<file path="config.mk">
export PLATFORM = sky130hd
export DESIGN_NAME = differential_encoder_flat
export DESIGN_NICKNAME = d
export VERILOG_FILES = /design/src/rtl/differential_pkg.sv /design/src/rtl/differential_encoder_if.sv /design/src/rtl/differential_encoder.sv /design/src/flat_wrapper.sv
export SDC_FILE = /design/constraint.sdc
export NUM_CORES = 1
export LEC_CHECK = 0
export BUFFER_PORTS_ARGS = -buffer_cell sky130_fd_sc_hd__buf_2
export CAP_MARGIN = 20
export CORE_MARGIN = 8
export CORE_UTILIZATION = 40
export CTS_BUF_LIST = sky130_fd_sc_hd__clkbuf_4
export DETAILED_ROUTE_END_ITERATION = 8
export HOLD_SLACK_MARGIN = 0.03
export PLACE_DENSITY = 0.67
export SYNTH_ARGS = -nofsm -noshare
export SYNTH_HDL_FRONTEND = slang
export SYNTH_SLANG_ARGS = --single-unit
</file>
<file path="constraint.sdc">
create_clock -name clk -period 3.6 [get_ports clk]
set_input_delay 0.18 -clock clk [delete_from_list [all_inputs] [get_ports clk]]
set_output_delay 0.18 -clock clk [all_outputs]
set_load 0.05 [all_outputs]
</file>
<file path="src/rtl/differential_pkg.sv">
// Shared definitions for the differential dibit encoder and any matching decoder:
// FSM states, preamble symbol and quadrant/Gray helper functions.
package differential_pkg;

  typedef enum logic [1:0] {
    ST_IDLE     = 2'd0,
    ST_PREAMBLE = 2'd1,
    ST_DATA     = 2'd2
  } state_t;

  localparam logic [1:0] PREAMBLE_DIBIT = 2'b11;

  // Dibit to quadrant increment: 00->0, 01->1, 11->2, 10->3 (inverse Gray).
  function automatic logic [1:0] dibit_to_inc(input logic [1:0] dibit);
    return {dibit[1], dibit[1] ^ dibit[0]};
  endfunction

  function automatic logic [1:0] gray_encode(input logic [1:0] quad);
    return {quad[1], quad[1] ^ quad[0]};
  endfunction

  function automatic logic [1:0] next_quadrant(input logic [1:0] quad, input logic [1:0] dibit);
    return quad + dibit_to_inc(dibit);
  endfunction

endpackage

</file>
<file path="src/rtl/differential_encoder_if.sv">
// Frame control, input dibit stream and encoded output stream of the encoder.
interface differential_encoder_if #(
  parameter int LEN_W = 16
);
  logic             start;
  logic [LEN_W-1:0] frame_len;
  logic             in_b2k;
  logic             in_b2k_plus1;
  logic             in_valid;
  logic             in_ready;
  logic             delta_k;
  logic             delta_k_plus1;
  logic             out_valid;
  logic             out_ready;
  logic             out_last;
  logic             busy;

  modport master (
    output start, frame_len, in_b2k, in_b2k_plus1, in_valid, out_ready,
    input  in_ready, delta_k, delta_k_plus1, out_valid, out_last, busy
  );

  modport slave (
    input  start, frame_len, in_b2k, in_b2k_plus1, in_valid, out_ready,
    output in_ready, delta_k, delta_k_plus1, out_valid, out_last, busy
  );
endinterface

</file>
<file path="src/rtl/differential_encoder.sv">
// Differential QPSK dibit encoder: emits a fixed preamble of 11 dibits, then
// frame_len data dibits, each as the Gray code of the accumulated phase quadrant.
module differential_encoder
  import differential_pkg::*;
#(
  parameter int PREAMBLE_LEN = 8,
  parameter int LEN_W        = 16
) (
  input  logic                 clk,
  input  logic                 rst,
  differential_encoder_if.slave bus
);

  localparam int PRE_W = 8;

  state_t           state, state_nxt;
  logic [1:0]       q;
  logic [PRE_W-1:0] pre_cnt;
  logic [LEN_W-1:0] data_cnt;
  logic [LEN_W-1:0] len_q;
  logic             vld_p1;
  logic             last_p1;
  logic [1:0]       dibit_p1;

  logic             slot_free;
  logic             take_start;
  logic             load;
  logic             load_last;
  logic             in_ready_c;
  logic [1:0]       load_dibit;
  logic [1:0]       q_nxt;
  logic             last_pre;
  logic             last_data;

  assign slot_free = !vld_p1 || bus.out_ready;
  assign last_pre  = (pre_cnt == PRE_W'(PREAMBLE_LEN - 1));
  assign last_data = ((data_cnt + LEN_W'(1)) == len_q);
  assign q_nxt     = next_quadrant(q, load_dibit);

  always_ff @(posedge clk) begin
    if (!rst) state <= ST_IDLE;
    else      state <= state_nxt;
  end

  always_comb begin
    state_nxt  = state;
    take_start = 1'b0;
    load       = 1'b0;
    load_last  = 1'b0;
    in_ready_c = 1'b0;
    load_dibit = PREAMBLE_DIBIT;
    case (state)
      ST_IDLE: begin
        if (bus.start) begin
          take_start = 1'b1;
          state_nxt  = ST_PREAMBLE;
        end
      end
      ST_PREAMBLE: begin
        if (slot_free) begin
          load = 1'b1;
          if (last_pre) begin
            // An empty frame terminates on the final preamble symbol.
            if (len_q == '0) begin
              load_last = 1'b1;
              state_nxt = ST_IDLE;
            end else begin
              state_nxt = ST_DATA;
            end
          end
        end
      end
      ST_DATA: begin
        in_ready_c = slot_free;
        load_dibit = {bus.in_b2k, bus.in_b2k_plus1};
        if (bus.in_valid && slot_free) begin
          load = 1'b1;
          if (last_data) begin
            load_last = 1'b1;
            state_nxt = ST_IDLE;
          end
        end
      end
      default: state_nxt = ST_IDLE;
    endcase
  end

  // Phase accumulator, counters and output register (stage p1).
  always_ff @(posedge clk) begin
    if (!rst) begin
      q        <= 2'b00;
      pre_cnt  <= '0;
      data_cnt <= '0;
      len_q    <= '0;
      vld_p1   <= 1'b0;
      last_p1  <= 1'b0;
      dibit_p1 <= 2'b00;
    end else begin
      if (take_start) begin
        q        <= 2'b00;
        pre_cnt  <= '0;
        data_cnt <= '0;
        len_q    <= bus.frame_len;
      end
      if (load) begin
        q        <= q_nxt;
        dibit_p1 <= gray_encode(q_nxt);
        last_p1  <= load_last;
        vld_p1   <= 1'b1;
        if (state == ST_PREAMBLE) pre_cnt  <= pre_cnt + PRE_W'(1);
        else                      data_cnt <= data_cnt + LEN_W'(1);
      end else if (bus.out_ready) begin
        vld_p1 <= 1'b0;
      end
    end
  end

  assign bus.in_ready      = in_ready_c;
  assign bus.delta_k       = dibit_p1[1];
  assign bus.delta_k_plus1 = dibit_p1[0];
  assign bus.out_valid     = vld_p1;
  assign bus.out_last      = last_p1;
  assign bus.busy          = (state != ST_IDLE);

endmodule

</file>
<file path="src/flat_wrapper.sv">
// flat-port wrapper written by rule: the top's interface ports become plain ports
module differential_encoder_flat import differential_pkg::*;
#(
  parameter int PREAMBLE_LEN = 8,
  parameter int LEN_W        = 16
)
  (clk, rst, bus_start, bus_frame_len, bus_in_b2k, bus_in_b2k_plus1, bus_in_valid, bus_out_ready, bus_in_ready, bus_delta_k, bus_delta_k_plus1, bus_out_valid, bus_out_last, bus_busy);
  differential_encoder_if #(.LEN_W(LEN_W)) bus_i ();
  input  logic clk;
  input  logic rst;
  input wire logic [$bits(bus_i.start)-1:0] bus_start;
  input wire logic [$bits(bus_i.frame_len)-1:0] bus_frame_len;
  input wire logic [$bits(bus_i.in_b2k)-1:0] bus_in_b2k;
  input wire logic [$bits(bus_i.in_b2k_plus1)-1:0] bus_in_b2k_plus1;
  input wire logic [$bits(bus_i.in_valid)-1:0] bus_in_valid;
  input wire logic [$bits(bus_i.out_ready)-1:0] bus_out_ready;
  output wire logic [$bits(bus_i.in_ready)-1:0] bus_in_ready;
  output wire logic [$bits(bus_i.delta_k)-1:0] bus_delta_k;
  output wire logic [$bits(bus_i.delta_k_plus1)-1:0] bus_delta_k_plus1;
  output wire logic [$bits(bus_i.out_valid)-1:0] bus_out_valid;
  output wire logic [$bits(bus_i.out_last)-1:0] bus_out_last;
  output wire logic [$bits(bus_i.busy)-1:0] bus_busy;
  assign bus_i.start = bus_start;
  assign bus_i.frame_len = bus_frame_len;
  assign bus_i.in_b2k = bus_in_b2k;
  assign bus_i.in_b2k_plus1 = bus_in_b2k_plus1;
  assign bus_i.in_valid = bus_in_valid;
  assign bus_i.out_ready = bus_out_ready;
  assign bus_in_ready = bus_i.in_ready;
  assign bus_delta_k = bus_i.delta_k;
  assign bus_delta_k_plus1 = bus_i.delta_k_plus1;
  assign bus_out_valid = bus_i.out_valid;
  assign bus_out_last = bus_i.out_last;
  assign bus_busy = bus_i.busy;
  differential_encoder #(.PREAMBLE_LEN(PREAMBLE_LEN), .LEN_W(LEN_W)) u_core (.clk(clk), .rst(rst), .bus(bus_i));
endmodule
</file>
# [After elaboration in Yosys (flattened, before gate mapping)]
# Cells that the tools add are included.
[op_classes] div=0 n_reduce_logical=9 bitwise=2 n_mux=30 n_eq_ne=9 addsub=3 magnitude_cmp=0 shift=0 mul=0
[ops] operator="two-way mux 16 bit" n=3
[ops] operator="two-way mux 8 bit" n=3
[ops] operator="two-way mux 2 bit" n=9
[ops] operator="adder 16 x 1 -> 16 bit, second input constant" n=1
[ops] operator="== test 16 bit" n=1
[ops] operator="zero test 16 bit" n=1
[ops] operator="two-way mux 1 bit" n=12
[ops] operator="adder 8 x 1 -> 8 bit, second input constant" n=1
[ops] operator="== test 8 x 3 -> 1 bit, second input constant" n=1
[ops] operator="inequality test 2 x 1 -> 1 bit, second input constant" n=4
[ops] operator="one-hot mux 2 bit (3 select lines)" n=1
[ops] operator="nonzero test 2 bit" n=3
[ops] operator="AND reduction 5 bit" n=1
[ops] operator="one-hot mux 1 bit (2 select lines)" n=2
[ops] operator="adder 2 bit" n=1
[ops] operator="== test 2 x 1 -> 1 bit, second input constant" n=1
[ops] operator="== test 2 bit, second input constant" n=1
[ops] operator="zero test 2 bit" n=1
[ops] operator="inequality test 2 bit, second input constant" n=1
[ops] operator="bitwise XOR 1 bit" n=2
[ops] operator="logical AND 1 bit" n=1
[ops] operator="zero test 1 bit" n=1
[ops] operator="logical OR 1 bit" n=1
[word_totals] ff_bits=48 rom_bits=0 latchBits=0 ramBits=0 out_inout_bits=6 word_cells=61 mem_count=0 inputBits=23

# [Logic depth before layout (Yosys ltp)]
[depth] depth_word=6 mapped_depth=12 ltp_nobuf=10

# [Worst setup path after synthesis]
# No wires, ideal clock.
[synth_timing] path_kind="register to register" start="reg u_core.data_cnt[0]" end="reg u_core.state[0]" t_required_ns=3.478 t_arrival_ns=2.346 period_less_slack_ns=2.468 path_buffers=1 setup_time_ns=0.122 path_stages_with_launch=11 slack_ns=1.132 cell_sequence="dfxtp_1 > ha_1 > and4_1 > buf_6 > nand2b_4 > o31ai_2 > nand3_1 > or4_1 > nor4_2 > nor2_1 > o311a_1"
[synth_via] elab_chain_cells=4
[synth_rtl] element="start: declaration" line_no="differential_encoder.sv:19" rtl="logic [LEN_W-1:0] data_cnt;"
[synth_rtl] element="start signal: assignment" line_no="differential_encoder.sv:111" rtl="else data_cnt <= data_cnt + LEN_W'(1);"
[synth_rtl] element="adder 16 x 1 -> 16 bit" line_no="differential_encoder.sv:37" rtl="assign last_data = ((data_cnt + LEN_W'(1)) == len_q);"
[synth_rtl] element="== test 16 bit" line_no="differential_encoder.sv:37"
[synth_rtl] element="inequality test 2 x 1 -> 1 bit (no line)"
[synth_rtl] element="AND reduction 5 bit (no line)"
[synth_rtl] element="end signal: assignment" line_no="differential_encoder.sv:42" rtl="else state <= state_nxt;"
[synth_rtl] element="end: declaration" line_no="differential_encoder.sv:16" rtl="state_t state, state_nxt;"
# Every way passes these cells.
# A chain may end at the register's enable or synchronous reset.

# [Worst setup path in the final report]
# Same ends and word-level chain as after synthesis.

==> flow_metrics.env <==
export IMPL_drtIter0Drc=254
export IMPL_cts_setup_buffers=0
export IMPL_setup_viol=0
export IMPL_place_congestion=0.898
export IMPL_start_kind="flip-flop"
export IMPL_status="finished clean"
export IMPL_layout_nets=422
export IMPL_synth_top_cell_by_area="dfxtp_1"
export IMPL_wl_microns=6860
export IMPL_finalSetupTns_ns=0
export IMPL_grt_max_degree=49
export IMPL_rsz0062_at_grt="no"
export IMPL_route_detailed_drc=0
export IMPL_path_clk_slew_ns=0.14
export IMPL_fill_cells=725
export IMPL_maxSlewViolCount=0
export IMPL_ant_nets=0
export IMPL_ys_warn_count=0
export IMPL_holdCritPathClass="input port to flip-flop"
export IMPL_flow_area_growth_from_synthesis_pct=9.77
export IMPL_arrival_ns=3.04
export IMPL_yosys_cell_types_count=44
export IMPL_cellPowerDensity_nw_per_um2=434
export IMPL_hold_viol_final=0
export IMPL_clk_latency_ns=0.36
export IMPL_synth_avg_cell_area_sq_um=7.60
export IMPL_worstPathRequired_ns=3.87
export IMPL_dp_hpwl_microns=5000
export IMPL_ctsRootBufferMaster="clkbuf_4"
export IMPL_synth_area_top_cells="dfxtp_1 (33%), nand2_1 (8.5%), a21boi_0 (5.5%)"
export IMPL_yosys_area_share_simple_pct=31.2
export IMPL_clock_skew_ns=0.00580
export IMPL_synthCells=379
export IMPL_max_clock_freq_mhz=361
export IMPL_cts_tree="built"
export IMPL_htreeDepth=2
export IMPL_tightest_slew_ns=0.673
export IMPL_syn_nets=408
export IMPL_worst_slack_ns=0.831
export IMPL_track_usage_pct=14.0
export IMPL_n_antenna_cell=0
export IMPL_synth_adder_area_share_pct=2.61
export IMPL_cts_sinks=48
export IMPL_ys_flop_type="dfxtp_1"
export IMPL_die_area_sq_um=10200
export IMPL_synth_edff_count=0
export IMPL_cp_end_kind="flip-flop"
export IMPL_fin_crit_ns=2.77
export IMPL_overflow=0
export IMPL_cts_resized_gates=0
export IMPL_synthXorXnorAreaFrac_pct=6.99
export IMPL_finalCritPeriodShare_pct=76.9
export IMPL_start_util_pct=40.6
export IMPL_numCtsBuffers=5
export IMPL_ys_seq_elements=48
export IMPL_muxShareOfSynthArea_pct=2.52
export IMPL_routed_via_density=5.38
export IMPL_postCtsHoldBufs=0
export IMPL_fp_dieH_microns=101
export IMPL_die_x_microns=101
export IMPL_cts_buffer_depth=2
export IMPL_synth_compound_area_share_pct=19.0
export IMPL_maxCapViolCount=0
export IMPL_ir_worst_vdd_mv=0.199
export IMPL_grt_pass1_vias=2430
export IMPL_port_buffers=28
export IMPL_synth_top_area_share_pct=33.3
export IMPL_synth_top_family_by_area="simple AND/OR/NAND/NOR gates"
export IMPL_slew_headroom_pct=55.2
export IMPL_layout_drive_gt1_share_pct=12.2
export IMPL_async_reset_ff_share_pct=0
export IMPL_grt_pass1_wl_microns=11700
export IMPL_critPathMaxFanout=6
export IMPL_crit_type="flip-flop to flip-flop"
export IMPL_dr_pass1_iters=4
export IMPL_p_leak_nw=1.17
export IMPL_core_sq_um=7100
export IMPL_seq_area_frac_synth_pct=33.3
export IMPL_row_count=31
export IMPL_wl_per_cell_microns=13.9
export IMPL_antenna_found_initial=0
export IMPL_io_pin_count=29
export IMPL_synth_area_sq_um=2880
export IMPL_pre_cts_slack_ns=0.881
export IMPL_vias=2648
## sequential cells by signal (all words and copies together), names as in the netlist
signal and count:
u_core.dibit_p1 2, u_core.state 2, u_core.pre_cnt 8, u_core.q 2, u_core.data_cnt 16, u_core.bus.out_last 1
u_core.len_q 16, u_core.bus.out_valid 1
## synthesized netlist by cell type, types with 3 or more instances
master and instances:
and4_1 3, inv_1 6, a31oi_1 3, nor3b_1 3
xor2_1 7, nand4_1 9, mux2i_1 5, nor4_1 7
nor2_1 21, nor2b_1 14, a21boi_0 21, xnor2_1 16
a21oi_1 24, ha_1 6, nor3_1 13, buf_2 4
clkbuf_1 19, nand3_1 14, and3_1 6, and2_1 9
o21ai_0 27, dfxtp_1 48, nand2_1 65
## layer usage
metal / track usage, % / up-vias / wire [microns]
met5: 0 / - / 0
met3: 2.07 / 4 / 312
met4: 4.30 / 0 / 51
met2: 21.8 / 65 / 3170
met1: 19.1 / 1220 / 3330
li1: - / 1359 / -
## through the flow
| stage | util, % | area (sq um) | hold WS, ns | instances | total power [W] |
|---|---|---|---|---|---|
| 2_1_floorplan | - | 2880 | 0.325 | 379 | 0.000895 |
| 3_3_place_gp | 43.2 | 3070 | 0.432 | 485 | 0.000992 |
| 3_5_place_dp | 43.2 | 3070 | 0.442 | 485 | 0.000998 |
| 4_1_cts | 44.6 | 3160 | 0.0349 | 492 | 0.00139 |
| 5_1_grt | 44.6 | 3160 | 0.0454 | 492 | 0.00145 |
| 6_report | 44.6 | 3160 | 0.0489 | 492 | 0.00137 |
## report_power, final
group          switching (W)  total (W)  internal, W  leakage (nW)
sequential         0.0000373   0.000604     0.000567         0.390
clock               0.000175   0.000388     0.000213        0.0513
combinational       0.000246   0.000381     0.000135         0.732
total               0.000459    0.00137     0.000914          1.17
## placed cells by master, fill, tap and decap left out, types with 9 or more instances in the layout
master    instances
xnor2_1          16
nand3_1          14
a21oi_1          24
dfxtp_1          48
a21boi_0         21
nor2b_1          14
nand2_1          65
nor2_1           21
nand4_1           9
nor3_1           13
o21ai_0          27
buf_2            28
and2_1            9
## cells by family (layout without fill, tap and decap cells)
| kind of cell | count (synthesis) | in the layout |
|---|---|---|
| simple gates | 177 | 177 |
| buf+inv | 30 | 44 |
| flops | 48 | 48 |
| compound gates | 88 | 88 |
| mux | 7 | 7 |
| xor+xnor | 23 | 23 |
| fa+ha+maj | 6 | 6 |
## worst paths after layout
| path | start | to | slack [ns] | depth (start not counted) |
|---|---|---|---|---|
| setup / recovery | u_core.data_cnt[0]$_SDFF_PN0_ | u_core.state[0]$_SDFFE_PN0P_ | 0.83 | 9 |
| hold / removal | bus_frame_len[11] | u_core.len_q[11]$_SDFFE_PN0P_ | 0.05 | 3 |
| setup reg to reg | u_core.data_cnt[0]$_SDFF_PN0_ | u_core.state[0]$_SDFFE_PN0P_ | 0.83 | 9 |
| hold reg to reg | u_core.dibit_p1[0]$_SDFFE_PN0P_ | u_core.dibit_p1[0]$_SDFFE_PN0P_ | 0.47 | 2 |
## area by class of cell
type                       count  area [sq um]  share of cell area (%)
clock buffer                   5          37.5                    1.19
clock inverter                 2          60.1                    1.90
inverter                       6          22.5                   0.712
multi-input combinational    301          1800                    56.8
sequential                    48           961                    30.4
tap                           99           124                    3.92
timing repair buffer          31           163                    5.14
## worst max-delay path, stage by stage (launching register included)
cell and delay [ns]:
dfxtp_1 0.45, ha_1 0.30, and4_1 0.39, nand4_1 0.21, xnor2_1 0.19, o31ai_1 0.10
or4_1 0.50, nor4_2 0.19, nor2_1 0.07, o311a_1 0.28
No activity file was read; power rests on OpenSTA's default activity.
